<file path="src/rtl/aes_host_if.sv">
// aes_host_if: host-side initiator for the AES round-sequencing core.
// Accepts one block request per handshake, starts the core, captures the four
// result columns during the final round and returns them on a response
// channel. A watchdog aborts an operation that never signals done.
module aes_host_if #(
   parameter int unsigned TIMEOUT_CYCLES = 1023
) (
   input  logic         clk,
   input  logic         reset_n,
   input  logic         req_valid,
   output logic         req_ready,
   input  logic [1:0]   req_mode,
   input  logic         req_enc_dec,
   output logic         resp_valid,
   input  logic         resp_ready,
   output logic [127:0] resp_data,
   output logic         resp_err,
   output logic [1:0]   core_mode,
   output logic         core_enc_dec,
   output logic [3:0]   core_round_amount,
   output logic         core_start,
   output logic         core_abort,
   input  logic [3:0]   core_round,
   input  logic [1:0]   core_radix_sel,
   input  logic         core_done,
   input  logic [31:0]  core_col_in
);

   // Last watchdog value that still allows one more BUSY cycle.
   localparam logic [15:0] WD_LAST = 16'(TIMEOUT_CYCLES - 1);

   typedef enum logic [1:0] {
      IDLE  = 2'd0,
      START = 2'd1,
      BUSY  = 2'd2,
      RESP  = 2'd3
   } state_e;

   state_e           state_q,     state_d;
   logic [1:0]       mode_q,      mode_d;
   logic             enc_dec_q,   enc_dec_d;
   logic [3:0]       round_amt_q, round_amt_d;
   logic [3:0][31:0] col_q,       col_d;
   logic [15:0]      wd_q,        wd_d;
   logic             err_q,       err_d;
   logic             abort_q,     abort_d;

   // Next-state, capture and watchdog logic.
   always_comb begin
      // NOTE: every _d is given its hold value first, so no branch of the case can infer a latch.
      state_d     = state_q;
      mode_d      = mode_q;
      enc_dec_d   = enc_dec_q;
      round_amt_d = round_amt_q;
      col_d       = col_q;
      wd_d        = wd_q;
      err_d       = err_q;
      abort_d     = 1'b0;

      case (state_q)
         IDLE: begin
            if (req_valid) begin
               mode_d    = req_mode;
               enc_dec_d = req_enc_dec;
               case (req_mode)
                  2'b00:   round_amt_d = 4'd10;
                  2'b01:   round_amt_d = 4'd12;
                  2'b10:   round_amt_d = 4'd14;
                  default: round_amt_d = 4'd0;
               endcase
               if (req_mode == 2'b11) begin
                  // Illegal key size: answer with an error, never start the core.
                  err_d   = 1'b1;
                  col_d   = '0;
                  state_d = RESP;
               end else begin
                  err_d   = 1'b0;
                  state_d = START;
               end
            end
         end

         START: begin
            col_d   = '0;
            wd_d    = '0;
            state_d = BUSY;
         end

         BUSY: begin
            if (wd_q != 16'hFFFF) begin
               wd_d = wd_q + 16'd1;
            end
            if (core_done) begin
               // Done wins over a coincident timeout; the last beat lands in slot 3.
               col_d[3] = core_col_in;
               err_d    = 1'b0;
               state_d  = RESP;
            end else begin
               if (core_round == round_amt_q) begin
                  col_d[core_radix_sel] = core_col_in;
               end
               if (wd_q >= WD_LAST) begin
                  abort_d = 1'b1;
                  err_d   = 1'b1;
                  col_d   = '0;
                  state_d = RESP;
               end
            end
         end

         RESP: begin
            if (resp_ready) begin
               state_d = IDLE;
            end
         end

         default: state_d = IDLE;
      endcase
   end

   // State and datapath registers.
   always_ff @(posedge clk or negedge reset_n) begin
      if (!reset_n) begin
         state_q     <= IDLE;
         mode_q      <= '0;
         enc_dec_q   <= 1'b0;
         round_amt_q <= '0;
         // NOTE: the column store is reset too, so data from an interrupted operation never reappears.
         col_q       <= '0;
         wd_q        <= '0;
         err_q       <= 1'b0;
         abort_q     <= 1'b0;
      end else begin
         // NOTE: non-blocking assignments keep every register sampling the pre-edge values.
         state_q     <= state_d;
         mode_q      <= mode_d;
         enc_dec_q   <= enc_dec_d;
         round_amt_q <= round_amt_d;
         col_q       <= col_d;
         wd_q        <= wd_d;
         err_q       <= err_d;
         abort_q     <= abort_d;
      end
   end

   assign req_ready         = (state_q == IDLE);
   assign resp_valid        = (state_q == RESP);
   assign core_start        = (state_q == START);
   assign core_abort        = abort_q;
   assign resp_err          = err_q;
   assign core_mode         = mode_q;
   assign core_enc_dec      = enc_dec_q;
   assign core_round_amount = round_amt_q;
   assign resp_data         = {col_q[0], col_q[1], col_q[2], col_q[3]};

endmodule

</file>
<file path="config.mk">
export PLATFORM = sky130hd
export DESIGN_NAME = aes_host_if
export DESIGN_NICKNAME = d
export VERILOG_FILES = /design/src/rtl/aes_host_if.sv
export SDC_FILE = /design/constraint.sdc
export NUM_CORES = 1
export LEC_CHECK = 0
export ABC_AREA = 1
export ABC_CLOCK_PERIOD_IN_PS = 3130
export CAP_MARGIN = 30
export CORE_ASPECT_RATIO = 1.1
export CORE_MARGIN = 1.5
export CORE_UTILIZATION = 30
export DETAILED_ROUTE_END_ITERATION = 6
export HOLD_SLACK_MARGIN = 0.05
export SLEW_MARGIN = 10
export SYNTH_ARGS = -nofsm -noshare
export SYNTH_HDL_FRONTEND = slang
export SYNTH_SLANG_ARGS = --single-unit
export TNS_END_PERCENT = 1
</file>
<file path="constraint.sdc">
create_clock -name clk -period 3.13 [get_ports clk]
set_input_delay 0.4695 -clock clk [delete_from_list [all_inputs] [get_ports clk]]
set_output_delay 0.4695 -clock clk [all_outputs]
set_load 0.02 [all_outputs]
</file>
After elaboration in Yosys (flattened, before gate mapping) --
Cells that the tools add are included.
Word-level totals: bits of input ports 46, output and inout bits 140, word-level logic and storage cells 70, bits in registers 155
Cells by class: add/sub/neg operators 1, equality and inequality tests 16, $lt $le $gt $ge 3, reductions and logical operators 12, muxes and demuxes 27
Operator list (count):
- $mux W128 | 4
- $pmux W128 S3 | 1
- $bwmux W128 | 1
- $mux W96 | 1
- $demux W32 S2 | 1
- $mux W32 | 2
- $pmux W16 S2 | 1
- $add A16 B1 Y16 const B | 1
- $ge A16 B10 Y1 const B | 1
- $mux W16 | 1
- $ne A16 B16 Y1 const B | 1
- $pmux W4 S3 | 1
- $mux W2 | 5
- $eq A2 B2 Y1 const B | 4
- $pmux W2 S4 | 1
- $mux W1 | 7
- $ne A2 B2 Y1 const B | 3
- $ne A3 B3 Y1 const B | 2
- $reduce_and A3 Y1 | 2
- $reduce_and A5 Y1 | 1
- $eq A2 B1 Y1 const B | 2
- $eq A4 B4 Y1 | 1
- $logic_not A2 Y1 | 2
- $ne A2 B1 Y1 const B | 2
- 9 further kinds | 11

Depth between registers and ports, before layout --
Gate-level depths: netlist (run 1).
depth after elaboration 9, mapped depth 11, mapped depth without buffers 10

Least setup slack after synthesis (run 1) --
OpenSTA, ideal clock, no wires.
path type register -> register, start register state_q[0], end register col_q (netlist bit resp_data[100]), required time 3.065 ns, cell stages (with the launch flop) 12, library setup time 0.065 ns, setup slack 1.232 ns, period minus slack after synthesis 1.898 ns, arrival 1.833 ns, buffers on the path 2, cell sequence dfrtp_1 inv_1 ha_1 inv_1 nor2_1 nor2_2 inv_2 a21oi_4 buf_4 buf_2 nand4_1 nand2_1
Between the ends: longest elaborated chain between the ends 3, elaborated cells on any way between the ends 10, those cells by class 6 x eq/ne; 1 x mux; 3 x reduce/logical
RTL lines:
- start: declaration | RTL line 39 | state_e state_q, state_d;
- start signal: assignment | RTL line 135 | state_q <= state_d;
- $logic_not A2 Y1 (*)
- net req_ready | RTL line 11 | output logic req_ready,
- $ne A2 B1 Y1 (no line), or another cell as far along
- $reduce_and A5 Y1 (no line)
- end signal: assignment | RTL line 139 | col_q <= col_d;
- end: declaration | RTL line 43 | logic [3:0][31:0] col_q, col_d;
The timed path passes the listed nets; every way through them passes the cells marked *. A chain may end at the register's enable or synchronous reset.

Worst setup path in the final report (run 1) --
start register wd_q[0], end register col_q (netlist bit resp_data[43])
Between the ends: longest elaborated chain between the ends 4, elaborated cells on any way between the ends 6, those cells by class 1 x order compare; 1 x eq/ne; 3 x mux; 1 x reduce/logical
RTL lines:
- start: declaration | RTL line 44 | logic [15:0] wd_q, wd_d;
- start signal: assignment | RTL line 140 | wd_q <= wd_d;
- $ge A16 B10 Y1 (*) | RTL line 102 | if (wd_q >= WD_LAST) begin
- $mux W128 | RTL line 102
- $mux W96 | RTL line 93 | if (core_done) begin
- $pmux W128 S3 | RTL line 60 | case (state_q)
Mark *: on every way between the ends. The rest lies on a longest branch, timed or not. The select of a mux whose other input is x is not followed.

==> Implementation_results.wiki, run 1 <==
{| class="wikitable"
! Metric !! Value
|-
| Detailed-router iteration count before antenna repair || 5
|-
| Critical R2R Capture || resp_data[43]
|-
| Setup slack of the worst register-to-register path || 0.54 ns
|-
| Area of the die || 26,600 um^2
|-
| Remaining max-slew budget at the tightest pin || ~44%
|-
| Number of storage elements in the synthesis netlist || around 150
|-
| Global-route wire length before repair || 41.0 mm
|-
| Height of the chip || 171 um
|-
| Leakage power figure || between 5 and 6 nW
|-
| Final routed wirelength across all metal layers || 26.1 mm
|-
| Switching part of the total power || a little under half
|-
| Cell breakdown of the critical path || inv_1, ha_1, or2_0, nand3_2, nand4_2, nand3_1, buf_4, nand2_1, nand2_1
|-
| Final routed wire length divided by cell count || 17.2 um
|-
| Clock latency of the later-clocked register in the worst-skew pair || ~0.44 ns
|-
| Flop pwr share || 30.0%
|-
| Number of levels in the clock H-tree || 4
|-
| Total half-perimeter wirelength after legalization and detailed placement || 17.8 mm
|-
| Largest stage delay on the critical path || approximately 0.52 ns
|-
| Critical Path Fanout Max || 20
|-
| Filler Cells Inserted || between 2,000 and 3,000
|-
| Final slew viol count || 0
|-
| Area inside the core boundary || 25,300 um^2
|-
| Hold Startpoint || resp_data[47]
|-
| Setup Skew || 0.0144 ns
|-
| Startpoint of the worst-slack reg-to-reg timing path || wd_q[0]
|-
| Worst Path Buf+Inv || 2
|-
| Slew of the pin with the lowest slew margin || 0.833 ns
|-
| Hold depth || 2
|-
| Count of non-filler cells in the finished layout || roughly 1,500
|-
| Core utilization of the finished layout || 41.3%
|-
| Kind of capture point of the worst setup path || flip-flop
|-
| Register clock-pin slew on the reported worst setup and hold paths || 0.07 ns
|-
| Most numerous cell on the critical path || sky130_fd_sc_hd__nand2_1
|-
| Share of post-route cells with drive strength above 1 || 6.60%
|-
| I/O Pins || 186
|-
| Proportion of power drawn by the clock network || 20.6%
|-
| DRC || 0
|-
| Die X || 156 um
|-
| Count of unique library cells instantiated by Yosys || 30
|-
| Total number of yosys warnings || 0
|-
| Category of cells accounting for the largest share of critical-path delay || simple AND/OR/NAND/NOR gates
|-
| Post-synthesis instance total || roughly 990
|-
| Max Buffers Root-to-Sink || 2
|-
| Critical path required time || 3.50 ns
|-
| # rows || 61
|-
| Post-placement cell count || 1,480
|-
| Met2 usage in global routing || 31.6%
|-
| Instance area after placement || 9880 um^2
|-
| Post-Place Setup Slack || 0.526 ns
|-
| Clock tree root buffer cell || sky130_fd_sc_hd__clkbuf_16
|-
| Max Cap Viol || 0
|-
| Combinational group share of total power || 49.4%
|-
| Quantity of gates resized following cts || 0
|-
| Final critical-path setup slack || 0.541 ns
|-
| Antenna diodes || 0
|-
| Slowest cell on the critical path || sky130_fd_sc_hd__nand4_2
|-
| Clk sinks || 154
|-
| Global-route track usage on met3 || 4.08%
|-
| Hold Vio Cnt, Final || 0
|-
| Number of buffers created by CTS || 17
|-
| Most used routing layer in global routing || met2
|-
| Vias in the first global route || roughly 7,000
|-
| Syn nets || 1,049
|-
| Path depth of the worst reg2reg path || 9
|-
| Endpoint of the worst hold path || resp_data[47]
|-
| Power density over the cells || 921 nW/um^2
|-
| Total global routing overflow || 0
|-
| Number of routed nets with antenna violations || 0
|-
| CTS tree || yes
|-
| Internal || 5.14 mW
|-
| Count of nets after finishing || 1,210
|-
| Relative area change from synthesis to final layout || 35.7%
|-
| Mapped cell area || just under 8000 um^2
|-
| Final critical path time including I/O delays and setup || 2.59 ns
|-
| Worst setup SP type || flip-flop
|-
| Result of the run || finished clean
|-
| Largest net degree at the start of global routing || 64
|-
| Total net switching power || 4.47 mW
|-
| Category of the most critical setup path || flip-flop to flip-flop
|-
| Number of antenna violations at the first check in global routing || 0
|-
| Post-route setup TNS || 0 ns
|-
| Worst hold-check path type || flip-flop to flip-flop
|-
| Worst vdd rail ir drop || 0.439 mV
|-
| Number of setup violations in the final report || 0
|-
| Buffers added on ports || between 150 and 200
|-
| Routability-driven placement congestion ratio || slightly above 0.8
|-
| Starting density of the core || 30.5%
|-
| Detail-routed via count per cell || between 4 and 5
|-
| Initial detailed-routing violation count || 590
|-
| Achievable frequency || 386 MHz
|-
| Via total after detailed routing || 7,409
|-
| Global routing usage summed across all routing layers || 20.1%
|-
| Fraction of the cycle the final worst path needs || 82.7%
|-
| Final std cell area, no fill || 10,400 um^2
|-
| Seq/Total Area, Yosys || approximately half
|-
| RSZ-0062 raised after global routing || no
|-
| Met1 track demand over resource || 27.6%
|-
| Data arrival time of the worst path || approximately 3.0 ns
|-
| Synthesized area per cell || 7.75 um^2
|}
## power by group through the flow
stage	Sequential [mW]	Clock (mW)	Combinational, mW
2_1_floorplan	3.43	0	2.11
6_report	2.88	1.98	4.75
5_1_grt	2.95	2.12	5.13
3_3_place_gp	2.92	0	4.72
4_1_cts	2.89	2.03	4.77
3_5_place_dp	2.91	0	4.76
## repair_timing
action,in CTS,in global routing
hold endpoints to repair,5,0
hold buffers,1,0
setup buffers,0,0
## metrics by stage
stage          power [mW]  hold WS [ns]
6_report             9.61         0.480
5_1_grt              10.2         0.505
4_1_cts              9.68         0.484
3_5_place_dp         7.66         0.466
3_3_place_gp         7.64         0.464
2_1_floorplan        5.53         0.174
## cells by family (layout without fill, tap and decap cells)
group                      after synthesis  count (layout)  share of synthesized area, %
and+or+nand+nor                        643             643                          36.5
DFF                                    154             154                          50.1
buffers and inverters                  118             292                          6.80
AOI/OAI and AO/OA                       62              62                          4.34
adders and majority gates               10              10                          1.63
xor gates and xnor gates                 5               5                         0.569
other                                    1               1                        0.0487
## area by class of cell
class	instances	area [um^2]	share of cell area, %
flip-flops and latches	154	3850	36.9
multi-input cells	721	3340	32.0
repair buffers	213	2090	20.0
well taps	346	433	4.15
clock buffers	17	425	4.07
inverters	47	176	1.69
clock inverters	15	128	1.22
## per-layer routing
layer  up-vias  part of all wire [%]
li1       3576                     -
met1      3562                    45
met2       248                    47
met3        23                   5.9
met4         0                   1.4
met5         -                     0
## synth_stat cells
| cell | instances | share of area, % |
|---|---|---|
| sky130_fd_sc_hd__inv_1 | 45 | 2.2 |
| sky130_fd_sc_hd__xnor2_1 | 1 | 0.11 |
| sky130_fd_sc_hd__buf_6 | 1 | 0.15 |
| sky130_fd_sc_hd__nor2_4 | 1 | 0.15 |
| sky130_fd_sc_hd__o22ai_1 | 5 | 0.41 |
| sky130_fd_sc_hd__buf_2 | 49 | 3.2 |
| sky130_fd_sc_hd__nand4_4 | 1 | 0.28 |
| sky130_fd_sc_hd__nor2_2 | 2 | 0.16 |
| sky130_fd_sc_hd__nand3_1 | 58 | 3.8 |
| sky130_fd_sc_hd__buf_1 | 1 | 0.049 |
| sky130_fd_sc_hd__clkbuf_1 | 17 | 0.83 |
| sky130_fd_sc_hd__nand3_2 | 1 | 0.13 |
| sky130_fd_sc_hd__or2_0 | 1 | 0.081 |
| sky130_fd_sc_hd__ha_1 | 10 | 1.6 |
| sky130_fd_sc_hd__clkinv_1 | 1 | 0.049 |
| sky130_fd_sc_hd__conb_1 | 1 | 0.049 |
| sky130_fd_sc_hd__xor2_1 | 4 | 0.46 |
| sky130_fd_sc_hd__nor3_1 | 2 | 0.13 |
| sky130_fd_sc_hd__inv_2 | 1 | 0.049 |
| sky130_fd_sc_hd__nand2_1 | 352 | 17 |
| sky130_fd_sc_hd__nor2_1 | 121 | 5.9 |
| sky130_fd_sc_hd__a21oi_1 | 34 | 2.2 |
| sky130_fd_sc_hd__a21oi_4 | 1 | 0.21 |
| sky130_fd_sc_hd__nand4_2 | 4 | 0.65 |
| sky130_fd_sc_hd__o21ai_0 | 21 | 1.4 |
| sky130_fd_sc_hd__o21bai_2 | 1 | 0.15 |
| sky130_fd_sc_hd__nand4_1 | 99 | 8.0 |
| sky130_fd_sc_hd__or2_2 | 1 | 0.081 |
| sky130_fd_sc_hd__buf_4 | 3 | 0.29 |
| sky130_fd_sc_hd__dfrtp_1 | 154 | 50 |
## cells in the final DEF (no fill, tap or decap), types with 5 or more instances in the layout
master and n:
sky130_fd_sc_hd__o21ai_0 21, sky130_fd_sc_hd__nor2_1 121, sky130_fd_sc_hd__a21oi_1 34, sky130_fd_sc_hd__clkbuf_16 17, sky130_fd_sc_hd__nand4_1 99, sky130_fd_sc_hd__inv_1 45
sky130_fd_sc_hd__clkdlybuf4s50_1 183, sky130_fd_sc_hd__o22ai_1 5, sky130_fd_sc_hd__ha_1 9, sky130_fd_sc_hd__nand3_1 56, sky130_fd_sc_hd__dfrtp_1 154, sky130_fd_sc_hd__inv_6 8
sky130_fd_sc_hd__nand2_1 352, sky130_fd_sc_hd__buf_4 26
## tightest hold or removal path: stages (launching register included)
cell and delay [ns]:
sky130_fd_sc_hd__dfrtp_1 0.34, sky130_fd_sc_hd__nand2_1 0.05, sky130_fd_sc_hd__nand2_1 0.05
## state kept, by name, indices dropped and copies added (netlist names)
register	count
core_round_amount	3
resp_err	1
core_abort	1
state_q	2
core_enc_dec	1
wd_q	16
resp_data	128
core_mode	2
## worst max path at each step
stage	slack [ns]	depth (start not counted)	endpoint	start
after floorplan	1.23	11	resp_data[100]	state_q[0]
after global placement	0.59	9	resp_data[48]	wd_q[0]
after detailed placement	0.53	11	resp_data[74]	req_mode[1]
after CTS	0.50	9	resp_data[63]	wd_q[0]
after global routing	0.32	9	resp_data[43]	wd_q[0]
final	0.54	9	resp_data[43]	wd_q[0]
(Power assumes the default switching activity.)
==> run 2: changes to the inputs <==
--- a/config.mk
+++ b/config.mk
@@ -6,7 +6,7 @@
 export NUM_CORES = 1
 export LEC_CHECK = 0
 export ABC_AREA = 1
-export ABC_CLOCK_PERIOD_IN_PS = 3130
+export ABC_CLOCK_PERIOD_IN_PS = 2300
 export CAP_MARGIN = 30
 export CORE_ASPECT_RATIO = 1.1
 export CORE_MARGIN = 1.5
==> constraint.sdc (replaced) <==
create_clock -name clk -period 2.3 [get_ports clk]
set_input_delay 0.345 -clock clk [delete_from_list [all_inputs] [get_ports clk]]
set_output_delay 0.345 -clock clk [all_outputs]
set_load 0.02 [all_outputs]
==> Implementation_results.wiki, run 2 (synthesized netlist as in run 1, its figures left out) <==
{| class="wikitable"
! Metric !! Value
|-
| Relative area change from synthesis to final layout || 38.5%
|-
| I/O Pins || 186
|-
| Global-route track usage on met3 || 3.62%
|-
| Height of the chip || 171 um
|-
| Die X || approximately 160 um
|-
| Number of levels in the clock H-tree || 4
|-
| Clock latency of the later-clocked register in the worst-skew pair || 0.43 ns
|-
| Via total after detailed routing || 7,409
|-
| Max Buffers Root-to-Sink || 2
|-
| Critical path endpoint || req_ready
|-
| Path depth of the worst reg2reg path || 9
|-
| Max Cap Viol || 0
|-
| Cell breakdown of the critical path || inv_1, ha_1, clkdlybuf4s50_1
|-
| Power density over the cells || 1280 nW/um^2
|-
| Initial detailed-routing violation count || 533
|-
| Total half-perimeter wirelength after legalization and detailed placement || 17.6 mm
|-
| Critical path required time || between 1.5 and 2 ns
|-
| Critical Path Fanout Max || 5
|-
| Vias in the first global route || 7,265
|-
| Total global routing overflow || 0
|-
| Register clock-pin slew on the reported worst setup and hold paths || 0.07 ns
|-
| Starting density of the core || 30.5%
|-
| Fraction of the cycle the final worst path needs || a little over nine tenths
|-
| Quantity of gates resized following cts || 0
|-
| CTS tree || yes
|-
| Setup Skew || between 0.008 and 0.009 ns
|-
| Area inside the core boundary || between 20,000 and 30,000 um^2
|-
| Number of buffers created by CTS || 17
|-
| Global-route wire length before repair || 41.2 mm
|-
| Hold Vio Cnt, Final || 0
|-
| Clock tree root buffer cell || sky130_fd_sc_hd__clkbuf_16
|-
| Critical R2R Capture || resp_data[14]
|-
| Share of post-route cells with drive strength above 1 || between 7 and 8%
|-
| Number of setup buffers added after CTS || 0
|-
| Detail-routed via count per cell || between 4 and 5
|-
| Achievable frequency || roughly 460 MHz
|-
| CTS Hold Bufs || 1
|-
| Largest net degree at the start of global routing || 57
|-
| Detailed-router iteration count before antenna repair || 6
|-
| Worst vdd rail ir drop || between 1 and 1.5 mV
|-
| Startpoint of the worst-slack reg-to-reg timing path || wd_q[0]
|-
| Setup slack of the worst register-to-register path || 0.26 ns
|-
| Core utilization of the finished layout || a little over two fifths
|-
| Final critical path time including I/O delays and setup || 2.19 ns
|-
| Final routed wire length divided by cell count || 17.1 um
|-
| Largest stage delay on the critical path || 0.64 ns
|-
| Antenna diodes || 0
|-
| Commonest cells after routing, fill and taps aside || sky130_fd_sc_hd__nand2_1, sky130_fd_sc_hd__clkdlybuf4s50_1, sky130_fd_sc_hd__dfrtp_1, sky130_fd_sc_hd__nor2_1, sky130_fd_sc_hd__nand4_1
|-
| Global routing usage summed across all routing layers || 20.1%
|-
| Met2 usage in global routing || 33.3%
|-
| Final routed wirelength across all metal layers || 26.0 mm
|-
| Final slew viol count || 0
|-
| Filler Cells Inserted || 2,553
|-
| Number of flip-flops in the largest register || 128
|-
| Overall power after layout || 13.7 mW
|-
| Kind of capture point of the worst setup path || output pin
|-
| Crit path from || state_q[0]
|-
| Worst hold-check path type || input port to asynchronous set/reset pin
|-
| Number of routed nets with antenna violations || 0
|-
| Buffers added on ports || 184
|-
| Slowest cell on the critical path || sky130_fd_sc_hd__clkdlybuf4s50_1
|-
| Clk sinks || 154
|-
| # rows || 61
|-
| Leakage power figure || 5.14 nW
|-
| Category of the most critical setup path || flip-flop to output pin
|-
| DRC || 0
|-
| Number of antenna violations at the first check in global routing || 0
|-
| Routability-driven placement congestion ratio || 0.839
|-
| Count of nets after finishing || 1,217
|-
| Result of the run || finished clean
|-
| Met1 track demand over resource || 27.0%
|-
| Number of setup violations in the final report || 0
|-
| Most frequent standard cell in the layout excluding fill and tap cells || sky130_fd_sc_hd__nand2_1
|-
| Area of the die || 26,600 um^2
|-
| Worst setup SP type || flip-flop
|-
| Post-route setup TNS || 0 ns
|-
| Data arrival time of the worst path || 1.85 ns
|-
| RSZ-0062 raised after global routing || no
|-
| Most used routing layer in global routing || met2
|}
==> run 2: routing by layer <==
layer / up-vias / wire length, um / share of wire, %
met1: 3561 / 11700 / 45
met5: - / 0 / 0
met4: 0 / 340 / 1.3
li1: 3581 / - / -
met3: 19 / 1580 / 6.1
met2: 248 / 12500 / 48
==> run 2: worst min path at each step <==
stage | slack [ns] | depth (start not counted) | endpoint
floorplan | 0.05 | 0 | core_abort
global placement | 0.34 | 1 | wd_q[10]
detailed placement | 0.34 | 1 | wd_q[11]
CTS | 0.44 | 2 | wd_q[11]
global route | 0.48 | 2 | wd_q[6]
finish | 0.44 | 2 | wd_q[11]
==> run 2: stage by stage <==
step           cells  hold WS, ns  setup slack (ns)  instance area [um^2]
6_report        1520        0.440             0.108                 10700
5_1_grt         1520        0.479          0.000784                 10700
2_1_floorplan    993       0.0494             0.402                  7700
4_1_cts         1520        0.437            0.0639                 10700
3_3_place_gp    1487        0.336            0.0490                 10000
3_5_place_dp    1487        0.336          -0.00790                 10000
==> run 2: worst max-delay path, delay by kind of cell, from the launching register on <==
kind       cells  cell delay (ns)
flops          1             0.42
fa+ha+maj      1             0.26
buf+inv        2             0.74
==> run 2: where the power goes <==
group / internal, mW / switching (mW) / total, mW
clock: 1.78 / 1.21 / 2.99
sequential: 3.41 / 0.510 / 3.92
combinational: 2.40 / 4.36 / 6.75
total: 7.59 / 6.08 / 13.7
==> run 2: area by class of cell <==
type | count | area, um^2 | area share (%)
Timing Repair Buffer | 220 | 2240 | 21.0
Multi-Input combinational cell | 721 | 3340 | 31.3
Clock buffer | 20 | 457 | 4.28
Clock inverter | 12 | 164 | 1.54
Tap cell | 346 | 433 | 4.06
Sequential cell | 154 | 3850 | 36.1
Inverter | 47 | 176 | 1.65
==> run 3: changes to the inputs <==
--- a/config.mk
+++ b/config.mk
@@ -9,7 +9,6 @@
 export ABC_CLOCK_PERIOD_IN_PS = 2300
 export CAP_MARGIN = 30
 export CORE_ASPECT_RATIO = 1.1
-export CORE_MARGIN = 1.5
 export CORE_UTILIZATION = 30
 export DETAILED_ROUTE_END_ITERATION = 6
 export HOLD_SLACK_MARGIN = 0.05
==> Implementation_results.wiki, run 3 (synthesized netlist as in run 1, its figures left out) <==
{| class="wikitable"
! Metric !! Value
|-
| # rows || slightly above 60
|-
| Flop pwr share || between 20% and 30%
|-
| Kind of capture point of the worst setup path || output pin
|-
| Die X || 155 um
|-
| Fraction of the cycle the final worst path needs || 96.2%
|-
| Achievable frequency || around 450 MHz
|-
| Area of combinational cells with multiple inputs || 3330 um^2
|-
| Path depth of the worst reg2reg path || 9
|-
| Most frequent standard cell in the layout excluding fill and tap cells || sky130_fd_sc_hd__nand2_1
|-
| Startpoint of the worst-slack reg-to-reg timing path || wd_q[0]
|-
| Category of the most critical setup path || flip-flop to output pin
|-
| Number of routed nets with antenna violations || 0
|-
| Critical path endpoint || req_ready
|-
| Slew of the pin with the lowest slew margin || 0.540 ns
|-
| Global routing usage summed across all routing layers || between 20 and 25%
|-
| Final critical-path setup slack || 0.0874 ns
|-
| Count of nets after finishing || 1,224
|-
| Register clock-pin slew on the reported worst setup and hold paths || 0.07 ns
|-
| Switching part of the total power || 44.9%
|-
| Critical path required time || 1.96 ns
|-
| Number of setup buffers added after CTS || 0
|-
| Proportion of power drawn by the clock network || 21.4%
|-
| I/O Pins || 186
|-
| Detail-routed via count per cell || 4.93
|-
| Clk sinks || ~150
|-
| Crit path from || state_q[0]
|-
| Relative area change from synthesis to final layout || 38.4%
|-
| Via total after detailed routing || between 7,000 and 8,000
|-
| Area of the die || 26,300 um^2
|-
| Setup slack of the worst register-to-register path || 0.24 ns
|-
| Largest net degree at the start of global routing || 73
|-
| Height of the chip || ~170 um
|-
| Routability-driven placement congestion ratio || 0.839
|-
| Final critical path time including I/O delays and setup || between 2 and 2.5 ns
|-
| CTS tree || yes
|-
| Total half-perimeter wirelength after legalization and detailed placement || 17.7 mm
|-
| Critical Path Fanout Max || 5
|-
| Commonest cells after routing, fill and taps aside || sky130_fd_sc_hd__nand2_1, sky130_fd_sc_hd__clkdlybuf4s50_1, sky130_fd_sc_hd__dfrtp_1, sky130_fd_sc_hd__nor2_1, sky130_fd_sc_hd__nand4_1
|-
| Leakage power figure || between 5 and 6 nW
|-
| Starting density of the core || between 30% and 40%
|-
| Area inside the core boundary || roughly 25,000 um^2
|-
| Worst hold-check path type || input port to asynchronous set/reset pin
|-
| Buffers added on ports || 184
|-
| Post-Place Setup Slack || roughly 0.029 ns
|-
| Max Buffers Root-to-Sink || 2
|-
| Clock tree root buffer cell || sky130_fd_sc_hd__clkbuf_16
|-
| Area taken by flip-flops and latches || 3850 um^2
|-
| Total net switching power || 6.05 mW
|-
| Vias in the first global route || ~7,300
|-
| Result of the run || finished clean
|-
| Global-route wire length before repair || 40.9 mm
|-
| Initial detailed-routing violation count || 515
|-
| Total global routing overflow || 0
|-
| Number of buffers created by CTS || 17
|-
| Worst vdd rail ir drop || 0.989 mV
|-
| Max Cap Viol || 0
|-
| Setup Skew || roughly 0.012 ns
|-
| CTS Hold Bufs || 1
|-
| Internal || 7.43 mW
|-
| Clock latency of the later-clocked register in the worst-skew pair || 0.43 ns
|-
| Critical R2R Capture || resp_data[99]
|-
| Combinational group share of total power || 49.5%
|-
| Number of levels in the clock H-tree || 4
|-
| RSZ-0062 raised after global routing || no
|-
| Worst setup SP type || flip-flop
|-
| Share of post-route cells with drive strength above 1 || 7.62%
|-
| Detailed-router iteration count before antenna repair || 6
|-
| Number of setup violations in the final report || 0
|-
| Power density over the cells || 1270 nW/um^2
|-
| Quantity of gates resized following cts || 0
|-
| DRC || 0
|-
| Filler Cells Inserted || ~2,500
|-
| Antenna diodes || 0
|-
| Number of antenna violations at the first check in global routing || 0
|-
| Data arrival time of the worst path || between 1.5 and 2 ns
|-
| Final routed wirelength across all metal layers || 25.8 mm
|-
| Final slew viol count || 0
|-
| Number of flip-flops in the largest register || 128
|-
| Hold Vio Cnt, Final || 0
|-
| Post-route setup TNS || 0 ns
|-
| Final routed wire length divided by cell count || around 17 um
|-
| Remaining max-slew budget at the tightest pin || a little under two thirds
|}
==> run 3: worst max-delay path, stage by stage (launching register included) <==
cell and delay, ns:
sky130_fd_sc_hd__dfrtp_1 0.42, sky130_fd_sc_hd__inv_1 0.10, sky130_fd_sc_hd__ha_1 0.27, sky130_fd_sc_hd__clkdlybuf4s50_1 0.65
==> run 3: metrics by stage <==
stage               power, mW  util [%]  cell area [um^2]  hold WS [ns]  cells
global placement         10.6      39.7             10000         0.353   1494
finish                   13.5      42.2             10600         0.447   1527
CTS                      13.6      42.2             10600         0.437   1527
global route             14.3      42.2             10600         0.460   1527
detailed placement       10.6      39.7             10000         0.357   1494
floorplan                7.53         -              7700        0.0494    993
==> run 3: power by group through the flow <==
stage	Clock (mW)	Combinational (mW)	Sequential, mW
after floorplan	0	2.87	4.66
after global placement	0	6.65	3.98
after detailed placement	0	6.68	3.96
after CTS	2.94	6.70	3.93
after global routing	3.08	7.20	4.00
final	2.88	6.67	3.92
==> run 3: routing by layer <==
layer	GRT usage (%)	wire length (um)	share of wire, %
met1	27.3	11700	45
met2	32.3	12000	47
met3	3.67	1530	5.9
met4	7.45	555	2.2
met5	0	0	0
==> run 3: worst min-delay path by stage <==
stage           startpoint           end  slack [ns]  cells past startpoint
5_1_grt        req_enc_dec  core_enc_dec        0.46                      3
4_1_cts        req_enc_dec  core_enc_dec        0.44                      3
6_report           reset_n      wd_q[10]        0.45                      2
3_3_place_gp       reset_n       wd_q[6]        0.35                      1
2_1_floorplan      reset_n    core_abort        0.05                      0
3_5_place_dp       reset_n       wd_q[6]        0.36                      1
==> run 3: final cells by class <==
class	count	share of cell area, %
clock buffers	18	4.12
inverters	47	1.66
well taps	346	4.07
repair buffers	227	21.2
multi-input cells	721	31.3
clock inverters	14	1.49
flip-flops and latches	154	36.2
